==> src/rtl/ps2_pkg.sv <==
// Shared PS/2 decoder definitions: special bytes, modifier scan codes, event layout, FSM encoding.
package ps2_pkg;

  localparam logic [7:0] B_EXT    = 8'hE0;
  localparam logic [7:0] B_BRK    = 8'hF0;
  localparam logic [7:0] B_BAT    = 8'hAA;
  localparam logic [7:0] B_ACK    = 8'hFA;
  localparam logic [7:0] B_ECHO   = 8'hEE;
  localparam logic [7:0] B_RESEND = 8'hFE;
  localparam logic [7:0] B_PAUSE  = 8'hE1;
  localparam logic [7:0] B_ERR0   = 8'h00;
  localparam logic [7:0] B_ERR1   = 8'hFF;

  localparam logic [7:0] SC_LSHIFT = 8'h12;
  localparam logic [7:0] SC_RSHIFT = 8'h59;
  localparam logic [7:0] SC_CTRL   = 8'h14;
  localparam logic [7:0] SC_CAPS   = 8'h58;

  localparam int EV_W = 19;

  typedef struct packed {
    logic       rpt;
    logic       brk;
    logic       ext;
    logic [7:0] code;
    logic [7:0] ascii;
  } ps2_ev_t;

  // Bit 0 is set only in POP so the pop strobe comes straight off one flop.
  localparam logic [1:0] ST_IDLE = 2'b00;
  localparam logic [1:0] ST_POP  = 2'b01;
  localparam logic [1:0] ST_DEC  = 2'b10;

  function automatic logic is_discard(input logic [7:0] b);
    return (b == B_BAT) || (b == B_ACK) || (b == B_ECHO) || (b == B_RESEND) ||
           (b == B_PAUSE) || (b == B_ERR0) || (b == B_ERR1);
  endfunction

endpackage

==> src/rtl/ps2_key_decoder_ascii_map.sv <==
// Combinational set-2 scan code to ASCII; letters follow shift^caps, symbols follow shift only.
module ps2_ascii_map (
  input  logic [7:0] code,
  input  logic       shift,
  input  logic       caps,
  output logic [7:0] ascii
);

  logic [7:0] let_lo;
  logic [7:0] sym_lo;
  logic [7:0] sym_hi;

  always_comb begin
    let_lo = 8'h00;
    case (code)
      8'h1C: let_lo = "a";  8'h32: let_lo = "b";  8'h21: let_lo = "c";
      8'h23: let_lo = "d";  8'h24: let_lo = "e";  8'h2B: let_lo = "f";
      8'h34: let_lo = "g";  8'h33: let_lo = "h";  8'h43: let_lo = "i";
      8'h3B: let_lo = "j";  8'h42: let_lo = "k";  8'h4B: let_lo = "l";
      8'h3A: let_lo = "m";  8'h31: let_lo = "n";  8'h44: let_lo = "o";
      8'h4D: let_lo = "p";  8'h15: let_lo = "q";  8'h2D: let_lo = "r";
      8'h1B: let_lo = "s";  8'h2C: let_lo = "t";  8'h3C: let_lo = "u";
      8'h2A: let_lo = "v";  8'h1D: let_lo = "w";  8'h22: let_lo = "x";
      8'h35: let_lo = "y";  8'h1A: let_lo = "z";
      default: let_lo = 8'h00;
    endcase
  end

  always_comb begin
    sym_lo = 8'h00;
    sym_hi = 8'h00;
    case (code)
      8'h16: {sym_lo, sym_hi} = {"1", "!"};
      8'h1E: {sym_lo, sym_hi} = {"2", "@"};
      8'h26: {sym_lo, sym_hi} = {"3", "#"};
      8'h25: {sym_lo, sym_hi} = {"4", "$"};
      8'h2E: {sym_lo, sym_hi} = {"5", "%"};
      8'h36: {sym_lo, sym_hi} = {"6", "^"};
      8'h3D: {sym_lo, sym_hi} = {"7", "&"};
      8'h3E: {sym_lo, sym_hi} = {"8", "*"};
      8'h46: {sym_lo, sym_hi} = {"9", "("};
      8'h45: {sym_lo, sym_hi} = {"0", ")"};
      8'h29: {sym_lo, sym_hi} = {" ", " "};
      8'h4E: {sym_lo, sym_hi} = {"-", "_"};
      8'h55: {sym_lo, sym_hi} = {"=", "+"};
      8'h54: {sym_lo, sym_hi} = {"[", "{"};
      8'h5B: {sym_lo, sym_hi} = {"]", "}"};
      8'h5D: {sym_lo, sym_hi} = {"\\", "|"};
      8'h4C: {sym_lo, sym_hi} = {";", ":"};
      8'h52: {sym_lo, sym_hi} = {"'", "\""};
      8'h41: {sym_lo, sym_hi} = {",", "<"};
      8'h49: {sym_lo, sym_hi} = {".", ">"};
      8'h4A: {sym_lo, sym_hi} = {"/", "?"};
      8'h0E: {sym_lo, sym_hi} = {8'h60, 8'h7E};
      default: {sym_lo, sym_hi} = 16'h0000;
    endcase
  end

  always_comb begin
    if (let_lo != 8'h00)
      ascii = (shift ^ caps) ? (let_lo - 8'h20) : let_lo;
    else
      ascii = shift ? sym_hi : sym_lo;
  end

endmodule

==> src/rtl/ps2_key_decoder.sv <==
// Folds PS/2 bytes into key events with modifier tracking; one byte per 3 cycles, ev_valid after edge 2.
// Full queue without a same-edge pop drops the event and sets sticky ev_overflow.
module ps2_key_decoder
  import ps2_pkg::*;
#(
  parameter int DEPTH = 4,
  parameter int CNT_W = 8
) (
  input  logic             clk,
  input  logic             clrn,
  input  logic             ps2_ready,
  input  logic [7:0]       ps2_data,
  output logic             ps2_nextdata_n,
  output logic             ev_valid,
  input  logic             ev_ready,
  output logic [7:0]       ev_code,
  output logic             ev_ext,
  output logic             ev_break,
  output logic             ev_repeat,
  output logic [7:0]       ev_ascii,
  output logic             shift,
  output logic             ctrl,
  output logic             caps_lock,
  output logic [CNT_W-1:0] key_count,
  output logic             ev_overflow
);

  localparam int AW = $clog2(DEPTH);
  localparam int CW = AW + 1;
  localparam logic [AW-1:0] PTR_ONE = AW'(1);
  localparam logic [CW-1:0] CNT_ONE = CW'(1);
  localparam logic [CW-1:0] CNT_FULL = CW'(DEPTH);
  localparam logic [CNT_W-1:0] KEY_ONE = CNT_W'(1);

  logic [1:0]    state;
  logic [7:0]    byte_q;
  logic          ext_f, brk_f;
  logic [7:0]    held_code;
  logic          held_ext, held_vld;
  logic [7:0]    map_ascii;
  logic          in_dec, emit, held_hit, is_rpt;
  ps2_ev_t       new_ev, head_q, head_nxt;
  ps2_ev_t       mem [DEPTH];
  logic [AW-1:0] wr_ptr, rd_ptr, rd_nxt;
  logic [CW-1:0] count;
  logic          full, push, pop, empty_after_pop;

  assign ps2_nextdata_n = ~state[0];

  always_ff @(posedge clk or negedge clrn) begin
    if (!clrn) begin
      state  <= ST_IDLE;
      byte_q <= 8'h00;
    end else begin
      case (state)
        ST_IDLE: if (ps2_ready) begin
          byte_q <= ps2_data;
          state  <= ST_POP;
        end
        ST_POP:  state <= ST_DEC;
        default: state <= ST_IDLE;
      endcase
    end
  end

  ps2_ascii_map u_ascii_map (
    .code  (byte_q),
    .shift (shift),
    .caps  (caps_lock),
    .ascii (map_ascii)
  );

  assign in_dec   = (state == ST_DEC);
  assign emit     = in_dec && (byte_q != B_EXT) && (byte_q != B_BRK) && !is_discard(byte_q);
  assign held_hit = held_vld && (held_code == byte_q) && (held_ext == ext_f);
  assign is_rpt   = !brk_f && held_hit;

  always_comb begin
    new_ev.rpt   = is_rpt;
    new_ev.brk   = brk_f;
    new_ev.ext   = ext_f;
    new_ev.code  = byte_q;
    new_ev.ascii = (brk_f || ext_f) ? 8'h00 : map_ascii;
  end

  // Modifiers update after DEC, so the event's own ascii sees the old levels.
  always_ff @(posedge clk or negedge clrn) begin
    if (!clrn) begin
      ext_f     <= 1'b0;
      brk_f     <= 1'b0;
      held_code <= 8'h00;
      held_ext  <= 1'b0;
      held_vld  <= 1'b0;
      shift     <= 1'b0;
      ctrl      <= 1'b0;
      caps_lock <= 1'b0;
      key_count <= '0;
    end else if (in_dec) begin
      if (byte_q == B_EXT) begin
        ext_f <= 1'b1;
      end else if (byte_q == B_BRK) begin
        brk_f <= 1'b1;
      end else begin
        ext_f <= 1'b0;
        brk_f <= 1'b0;
      end
      if (emit) begin
        if (!brk_f) begin
          held_code <= byte_q;
          held_ext  <= ext_f;
          held_vld  <= 1'b1;
        end else if (held_hit) begin
          held_vld <= 1'b0;
        end
        if (byte_q == SC_LSHIFT || byte_q == SC_RSHIFT) shift <= !brk_f;
        if (byte_q == SC_CTRL) ctrl <= !brk_f;
        if (byte_q == SC_CAPS && !brk_f && !is_rpt) caps_lock <= !caps_lock;
        if (!brk_f && !is_rpt) key_count <= key_count + KEY_ONE;
      end
    end
  end

  assign full            = (count == CNT_FULL);
  assign pop             = ev_valid && ev_ready;
  assign push            = emit && (!full || pop);
  assign rd_nxt          = pop ? (rd_ptr + PTR_ONE) : rd_ptr;
  assign empty_after_pop = (count == '0) || (pop && count == CNT_ONE);

  // The head register bypasses memory when a push lands in an otherwise empty queue.
  always_comb begin
    if (push && empty_after_pop)
      head_nxt = new_ev;
    else
      head_nxt = mem[rd_nxt];
  end

  always_ff @(posedge clk) begin
    if (push) mem[wr_ptr] <= new_ev;
  end

  always_ff @(posedge clk or negedge clrn) begin
    if (!clrn) begin
      wr_ptr      <= '0;
      rd_ptr      <= '0;
      count       <= '0;
      head_q      <= '0;
      ev_overflow <= 1'b0;
    end else begin
      if (push) wr_ptr <= wr_ptr + PTR_ONE;
      rd_ptr <= rd_nxt;
      if (push && !pop)
        count <= count + CNT_ONE;
      else if (pop && !push)
        count <= count - CNT_ONE;
      if (emit && full && !pop) ev_overflow <= 1'b1;
      head_q <= head_nxt;
    end
  end

  assign ev_valid  = (count != '0);
  assign ev_code   = head_q.code;
  assign ev_ext    = head_q.ext;
  assign ev_break  = head_q.brk;
  assign ev_repeat = head_q.rpt;
  assign ev_ascii  = head_q.ascii;

endmodule

==> config.mk <==
export PLATFORM = sky130hd
export DESIGN_NAME = ps2_key_decoder
export DESIGN_NICKNAME = d
export VERILOG_FILES = /design/src/rtl/ps2_pkg.sv /design/src/rtl/ps2_key_decoder_ascii_map.sv /design/src/rtl/ps2_key_decoder.sv
export SDC_FILE = /design/constraint.sdc
export NUM_CORES = 1
export LEC_CHECK = 0
export ABC_AREA = 1
export CORE_ASPECT_RATIO = 1.4
export CORE_MARGIN = 1.5
export CORE_UTILIZATION = 32
export DETAILED_ROUTE_END_ITERATION = 12
export PLACE_DENSITY = 0.5
export SETUP_SLACK_MARGIN = 0.05
export SLEW_MARGIN = 20
export SYNTH_ARGS = -nofsm -noshare
export SYNTH_HDL_FRONTEND = slang
export SYNTH_SLANG_ARGS = --single-unit
==> constraint.sdc <==
create_clock -name clk -period 4.3 [get_ports clk]
set_input_delay 0.86 -clock clk [delete_from_list [all_inputs] [get_ports clk]]
set_output_delay 0.86 -clock clk [all_outputs]
set_load 0.1 [all_outputs]
==> implementation parameters, run 1 <==
Parameter                              Value

Placement
  Number of port buffers ... 44
  Hpwl dp ... 13.7 mm
  Pre-CTS worst setup slack ... 1.28 ns
  Cell total after placement ... 1072
  RD Place Congestion ... 0.939

STA
  Worst Clk Skew ... 0.00962 ns
  Transition time at the pin with the least slew margin ... 0.990 ns
  Setup repair after global routing missed its margin ... false
  Post-route setup TNS ... 0 ns
  Share of the clock period used by the worst path ... 74.3%
  Final Max Slew Viols ... 0
  Post-layout worst setup margin ... 1.10 ns
  Final setup violating endpoints ... 0
  Max_slew headroom ... 33.8%
  Final worst path period need ... 3.20 ns
  Peak Freq ... 313 MHz
  Total count of hold-check failures in the final report ... 0

Detailed routing
  Count of vias placed by the detailed router ... 5651
  Routed wire length per instance ... 17.8 microns
  Initial DRC count ... 318
  DRT Wirelength ... 19.6 mm
  Post-route ant nets ... 0
  Total DRC errors in the routed layout ... 0
  Routed via count divided by cell count ... 5.12
  Drt first pass iters ... 7

Global route
  Aggregate global-route resource usage ... 18.2%
  Grt met1 use ... 20.8%
  Met2 track demand over resource in global routing ... 33.6%
  Vias in the first global route ... 5808
  Residual overflow from global routing ... 0
  Wire length of the first global-routing pass ... 31.4 mm
  Antenna violations before repair ... 0
  Most Crowded Layer GR ... met2
  GR Layer Usage met3 ... 2.86%
  Largest net degree at the start of global routing ... 40

Critical path
  R2r startpoint ... byte_q[0]$_DFFE_PN0P_
  List of cells traversed by the critical path ... inv_1 > ha_1 > nand2_2 > clkdlybuf4s50_1
  Largest stage delay on the critical path ... 1.13 ns
  Worst-path cell with the longest stage delay ... sky130_fd_sc_hd__clkdlybuf4s50_1
  Top fanout value on the critical path ... 4
  Crit. Startpoint ... count[0]$_DFFE_PN0P_
  Critical path start-end classification ... flop to output port
  Startpoint types ... flop
  Sort of element at the end of the critical path ... output port
  Required time of the worst setup path ... 3.44 ns
  Worst path arrival time ... 2.34 ns
  Worst setup slack for register-to-register paths ... 1.18 ns

Layout
  Final net count ... 862
  Area growth, synth to finish ... 17.6%
  Antenna fix cells ... 0
  Layout Cells excl Fill ... 1104
  Share of final-layout standard cells stronger than drive strength 1 ... 9.00%

Die
  Initial core utilization ... 32.8%
  Horiz. Die Dim ... 128 microns
  Die boundary height ... 178 microns
  Site row count ... 63
  Core region area ... 21300 sq um
  Boundary pin count ... 45
  Total die area ... 22700 sq um

Power and ir drop
  Internal power of the cells ... 3.37 mW
  Worst IR drop on VDD ... 0.423 mV
  Power density relative to cell area ... 785 nW/um^2
  Sw power ... 3.08 mW
  Register share of total power ... 30.7%
  Fraction of power consumed by the clock network ... 22.3%
  Sw frac ... 47.7%
  Design Power ... 6.45 mW
  Fraction of power consumed by combinational cells ... 47.0%
  Cell leakage power ... 3.54 nW

CTS
  Sink Count ... 136
  Number of H-tree branching levels ... 4
  Clock root buffer ... sky130_fd_sc_hd__clkbuf_16
  Number of buffers added for setup after CTS ... 0
  CTS tree ... yes
  Worst-skew pair later-pin latency ... 0.42 ns
  Maximum clock path buffer count ... 2
  Total CTS buffers ... 17
  Post-CTS Resized ... 0
  Post-CTS clock slew at the launch and capture registers of the worst setup and hold paths ... 0.06 ns
  Hold-fix buffers at CTS ... 0

Worst hold path
  Min-Delay Path Class ... flop to flop
  Startpoint of the worst hold path ... state[1]$_DFFE_PN0P_

Logic synthesis
  Sequential cell area fraction in the yosys report ... 54.2%
  Number of synthesized flops with an enable pin ... 76
  Mean Syn Cell Area ... 8.88 sq um
  Ys async rst share ... 44.1%
  Register bit total from synthesis ... 136
  Mapped Nets ... 817
  Synth Cell Area ... 6980 sq um
  Distinct cell type count after synthesis ... 38
  Instance count of the mapped netlist ... 786
  Main synth FF type ... sky130_fd_sc_hd__edfxtp_1
  Yosys warns ... 0

Outcome
  Run status ... finished clean

Flow run
  Max-cap viol count ... 0
==> cells in the final DEF, fill, tap and decap left out, drive strengths merged, types with 14 or more instances in the layout <==
| master | instances |
|---|---|
| clkbuf | 17 |
| nand3 | 64 |
| inv | 68 |
| ha | 19 |
| o22ai | 20 |
| clkdlybuf4s50 | 43 |
| dfrtp | 60 |
| nand2 | 191 |
| nand4 | 14 |
| edfxtp | 76 |
| nor2 | 115 |
| a21oi | 18 |
| o21ai | 84 |
==> cell usage after synthesis, types with 4 or more instances <==
cell / instances / area [sq um]
sky130_fd_sc_hd__inv_1: 57 / 214
sky130_fd_sc_hd__inv_2: 8 / 30.0
sky130_fd_sc_hd__nand2_2: 9 / 56.3
sky130_fd_sc_hd__nor2_2: 8 / 50.1
sky130_fd_sc_hd__o21ai_0: 80 / 400
sky130_fd_sc_hd__nand4_1: 14 / 87.6
sky130_fd_sc_hd__edfxtp_1: 76 / 2280
sky130_fd_sc_hd__xor2_1: 8 / 70.1
sky130_fd_sc_hd__o22ai_1: 20 / 125
sky130_fd_sc_hd__clkbuf_1: 9 / 33.8
sky130_fd_sc_hd__a21oi_1: 17 / 85.1
sky130_fd_sc_hd__nand3_1: 62 / 310
sky130_fd_sc_hd__dfrtp_1: 60 / 1500
sky130_fd_sc_hd__ha_1: 19 / 238
sky130_fd_sc_hd__xnor2_1: 9 / 78.8
sky130_fd_sc_hd__nand2_1: 180 / 676
sky130_fd_sc_hd__buf_6: 7 / 78.8
sky130_fd_sc_hd__buf_2: 8 / 40.0
sky130_fd_sc_hd__o21ai_1: 4 / 20.0
sky130_fd_sc_hd__nor2_1: 104 / 390
sky130_fd_sc_hd__buf_4: 4 / 30.0
==> layer usage <==
layer	routed length, microns	up-vias
li1	-	2724
met1	8010	2765
met2	10500	131
met3	656	31
met4	510	0
met5	0	-
==> state kept, by name (all words and copies together) (netlist names) <==
name	count
brk_f	1
byte_q	8
caps_lock	1
count	3
ctrl	1
ev_ascii	8
ev_break	1
ev_code	8
ev_ext	1
ev_overflow	1
ev_repeat	1
ext_f	1
held_code	8
held_ext	1
held_vld	1
key_count	8
mem	76
rd_ptr	2
shift	1
state	2
wr_ptr	2
==> cells by family after synthesis <==
group,share of synthesized area (%)
AOI/OAI and AO/OA,9.86
xor gates and xnor gates,2.13
adders and majority gates,3.40
buffers and inverters,6.16
DFF,54.2
and+or+nand+nor,24.3
==> final cells by class <==
cell class | instances | area [sq um]
Clock buffer | 17 | 425
Clock inverter | 15 | 151
Fill cell | 2205 | 13100
Inverter | 66 | 248
Multi-Input combinational cell | 556 | 2770
Sequential cell | 136 | 3780
Tap cell | 260 | 325
Timing Repair Buffer | 54 | 510
==> power groups by stage <==
| stage | Sequential (mW) | Clock, mW | Combinational, mW |
|---|---|---|---|
| 6_report | 1.98 | 1.44 | 3.03 |
| 3_5_place_dp | 2.01 | 0 | 3.04 |
| 3_3_place_gp | 2.01 | 0 | 3.05 |
| 4_1_cts | 1.99 | 1.47 | 3.05 |
| 2_1_floorplan | 2.76 | 0 | 1.47 |
| 5_1_grt | 2.02 | 1.51 | 3.31 |
==> worst paths after layout <==
path	cells past startpoint	to
max	4	ev_valid
min in group asynchronous	1	state[0]$_DFFE_PN0P_
max reg2reg	12	mem[1][3]$_DFFE_PP_
min reg2reg	1	state[1]$_DFFE_PN0P_
min	1	state[1]$_DFFE_PN0P_
max in group asynchronous	2	ev_ascii[5]$_DFF_PN0_
==> per-stage QoR <==
step | utilization [%] | area, sq um | hold WS, ns
after detailed placement | 35.9 | 7640 | 0.416
after global routing | 38.6 | 8210 | 0.454
after floorplan | - | 6980 | 0.403
after CTS | 38.6 | 8210 | 0.425
after global placement | 35.9 | 7640 | 0.413
final | 38.6 | 8210 | 0.421
==> worst max-delay path, delay by kind of cell, from the launching register on <==
family,cells,cell delay [ns]
DFF,1,0.41
adders and majority gates,1,0.22
and+or+nand+nor,1,0.08
buffers and inverters,2,1.21
Note: power is estimated with default switching activity, not from simulation.
==> run 2, diff against run 1 <==
- PLACE_DENSITY: 0.5 -> 0.52
- clock period: 4.3 -> 2.7 ns (I/O delays scaled with it)
==> implementation parameters, run 2 (same netlist as run 1, synthesis figures left out) <==
Parameter                              Value

Global route
  Antenna violations before repair ... 0
  Vias in the first global route ... 5790
  Residual overflow from global routing ... 0
  Aggregate global-route resource usage ... 18.5%
  Largest net degree at the start of global routing ... 61
  Wire length of the first global-routing pass ... 31.3 mm

Layout
  Antenna fix cells ... 0
  Most common cell after layout, fill and taps aside ... sky130_fd_sc_hd__nand2_1
  Layout Cells excl Fill ... 1141
  Share of final-layout standard cells stronger than drive strength 1 ... 18.0%
  Area growth, synth to finish ... 23.0%
  Largest register by flop count ... mem
  Number of flip-flops under the largest register name ... 76
  Most frequent cells in the layout ... sky130_fd_sc_hd__nand2_1 (180), sky130_fd_sc_hd__nor2_1 (97), sky130_fd_sc_hd__o21ai_0 (80), sky130_fd_sc_hd__edfxtp_1 (76), sky130_fd_sc_hd__buf_4 (71)
  Final net count ... 899

Die
  Die boundary height ... 178 microns
  Site row count ... 63
  Boundary pin count ... 45
  Total die area ... 22700 sq um
  Horiz. Die Dim ... 128 microns
  Core region area ... 21300 sq um
  Initial core utilization ... 32.8%

Detailed routing
  Routed wire length per instance ... 17.3 microns
  Initial DRC count ... 448
  Count of vias placed by the detailed router ... 5783
  Total DRC errors in the routed layout ... 0
  Post-route ant nets ... 0
  Routed via count divided by cell count ... 5.07
  DRT Wirelength ... 19.8 mm
  Drt first pass iters ... 6

CTS
  Hold-fix buffers at CTS ... 0
  Total CTS buffers ... 17
  Number of H-tree branching levels ... 4
  Clock root buffer ... sky130_fd_sc_hd__clkbuf_16
  Post-CTS clock slew at the launch and capture registers of the worst setup and hold paths ... 0.06 ns
  CTS tree ... yes
  Sink Count ... 136
  Worst-skew pair later-pin latency ... 0.43 ns
  Maximum clock path buffer count ... 2

Critical path
  Worst path arrival time ... 2.68 ns
  Critical path start-end classification ... flop to flop
  Largest stage delay on the critical path ... 0.37 ns
  Sort of element at the end of the critical path ... flop
  Required time of the worst setup path ... 2.88 ns
  Top fanout value on the critical path ... 6
  List of cells traversed by the critical path ... inv_1 > ha_2 > nand3_1 > nor2_1 > nor2_1 > a21oi_1 > nand2_1 > ha_1 > nand2_1 > nand2_1 > nor2_1 > buf_4
  Worst-path cell with the longest stage delay ... sky130_fd_sc_hd__dfrtp_1
  Startpoint types ... flop

STA
  Worst Clk Skew ... 0.00847 ns
  Max_slew headroom ... 63.0%
  Final setup violating endpoints ... 0
  Post-route setup TNS ... 0 ns
  Share of the clock period used by the worst path ... 92.5%
  Transition time at the pin with the least slew margin ... 0.555 ns
  Final worst path period need ... 2.50 ns
  Peak Freq ... 400 MHz
  Final Max Slew Viols ... 0
  Total count of hold-check failures in the final report ... 0
  Setup repair after global routing missed its margin ... false

Placement
  Hpwl dp ... 14.1 mm
  RD Place Congestion ... 0.928
  Cell total after placement ... 1107
  Number of port buffers ... 44

Power and ir drop
  Cell leakage power ... 3.81 nW
  Power density relative to cell area ... 1230 nW/um^2
  Worst IR drop on VDD ... 0.667 mV

Worst hold path
  Min-Delay Path Class ... input pin to asynchronous set/reset pin

Outcome
  Run status ... finished clean

Flow run
  Max-cap viol count ... 0
[run 2: cell types whose count changed in the layout (fill, tap and decap cells not counted), sizes merged]
| cell | before | now |
|---|---|---|
| clkinv | 8 | 4 |
| inv | 68 | 67 |
| bufinv | 2 | 0 |
| buf | 11 | 81 |
| clkdlybuf4s50 | 43 | 10 |
| clkinvlp | 3 | 2 |
| clkbuf | 17 | 25 |
[run 2: stage by stage]
step	hold WS [ns]	area (sq um)	util (%)	setup WS (ns)	power, mW
2_1_floorplan	0.244	6990	-	-0.0141	6.74
3_3_place_gp	0.414	7940	37.3	0.146	8.28
3_5_place_dp	0.417	7940	37.3	0.156	8.29
4_1_cts	0.126	8540	40.1	0.132	10.6
5_1_grt	0.151	8590	40.3	0.0297	11.2
6_report	0.114	8590	40.3	0.203	10.6
[run 2: power by group]
| group | leakage (nW) | total [mW] | switching [mW] | internal (mW) |
|---|---|---|---|---|
| sequential | 1.43 | 3.10 | 0.339 | 2.76 |
| combinational | 2.08 | 5.15 | 3.72 | 1.43 |
| clock | 0.292 | 2.31 | 0.896 | 1.42 |
| total | 3.81 | 10.6 | 4.96 | 5.61 |
[run 2: repair_timing]
action,4_1_cts,5_1_grt
setup buffers,0,2
endpoints found under the setup margin,0,114
gates resized for setup,0,11
[run 2: final timing paths]
| kind | startpoint | to | slack (ns) | depth (start not counted) |
|---|---|---|---|---|
| hold reg to reg | state[1]$_DFFE_PN0P_ | state[1]$_DFFE_PN0P_ | 0.42 | 1 |
| setup / recovery | byte_q[1]$_DFFE_PN0P_ | mem[2][5]$_DFFE_PP_ | 0.20 | 12 |
| setup reg to reg | byte_q[1]$_DFFE_PN0P_ | mem[2][5]$_DFFE_PP_ | 0.20 | 12 |
| hold / removal | clrn | state[1]$_DFFE_PN0P_ | 0.11 | 2 |
| min in group clk | state[1]$_DFFE_PN0P_ | state[1]$_DFFE_PN0P_ | 0.42 | 1 |
| max in group asynchronous | clrn | byte_q[4]$_DFFE_PN0P_ | 2.28 | 2 |
[run 2: area by class of cell]
class | count | area (sq um)
Fill cell | 2150 | 12700
Sequential cell | 136 | 3790
Multi-Input combinational cell | 556 | 2810
Timing Repair Buffer | 91 | 818
Clock buffer | 25 | 549
Tap cell | 260 | 325
Inverter | 66 | 248
Clock inverter | 7 | 51.3
[run 2: worst max-delay path, delay by kind of cell, from the launching register on]
family | cells | cell delay (ns)
adders and majority gates | 2 | 0.59
buffers and inverters | 2 | 0.30
AOI/OAI and AO/OA | 1 | 0.30
and+or+nand+nor | 7 | 0.70
DFF | 1 | 0.37
[run 2: metal layers]
metal  vias up  part of all wire [%]  global-route usage, %  wire (microns)
met2       134                    54                   34.1           10600
met3        37                   3.3                   3.35             646
li1       2803                     -                      -               -
met5         -                     0                      0               0
met4         0                   2.5                   7.77             496
met1      2809                    41                   20.7            8050
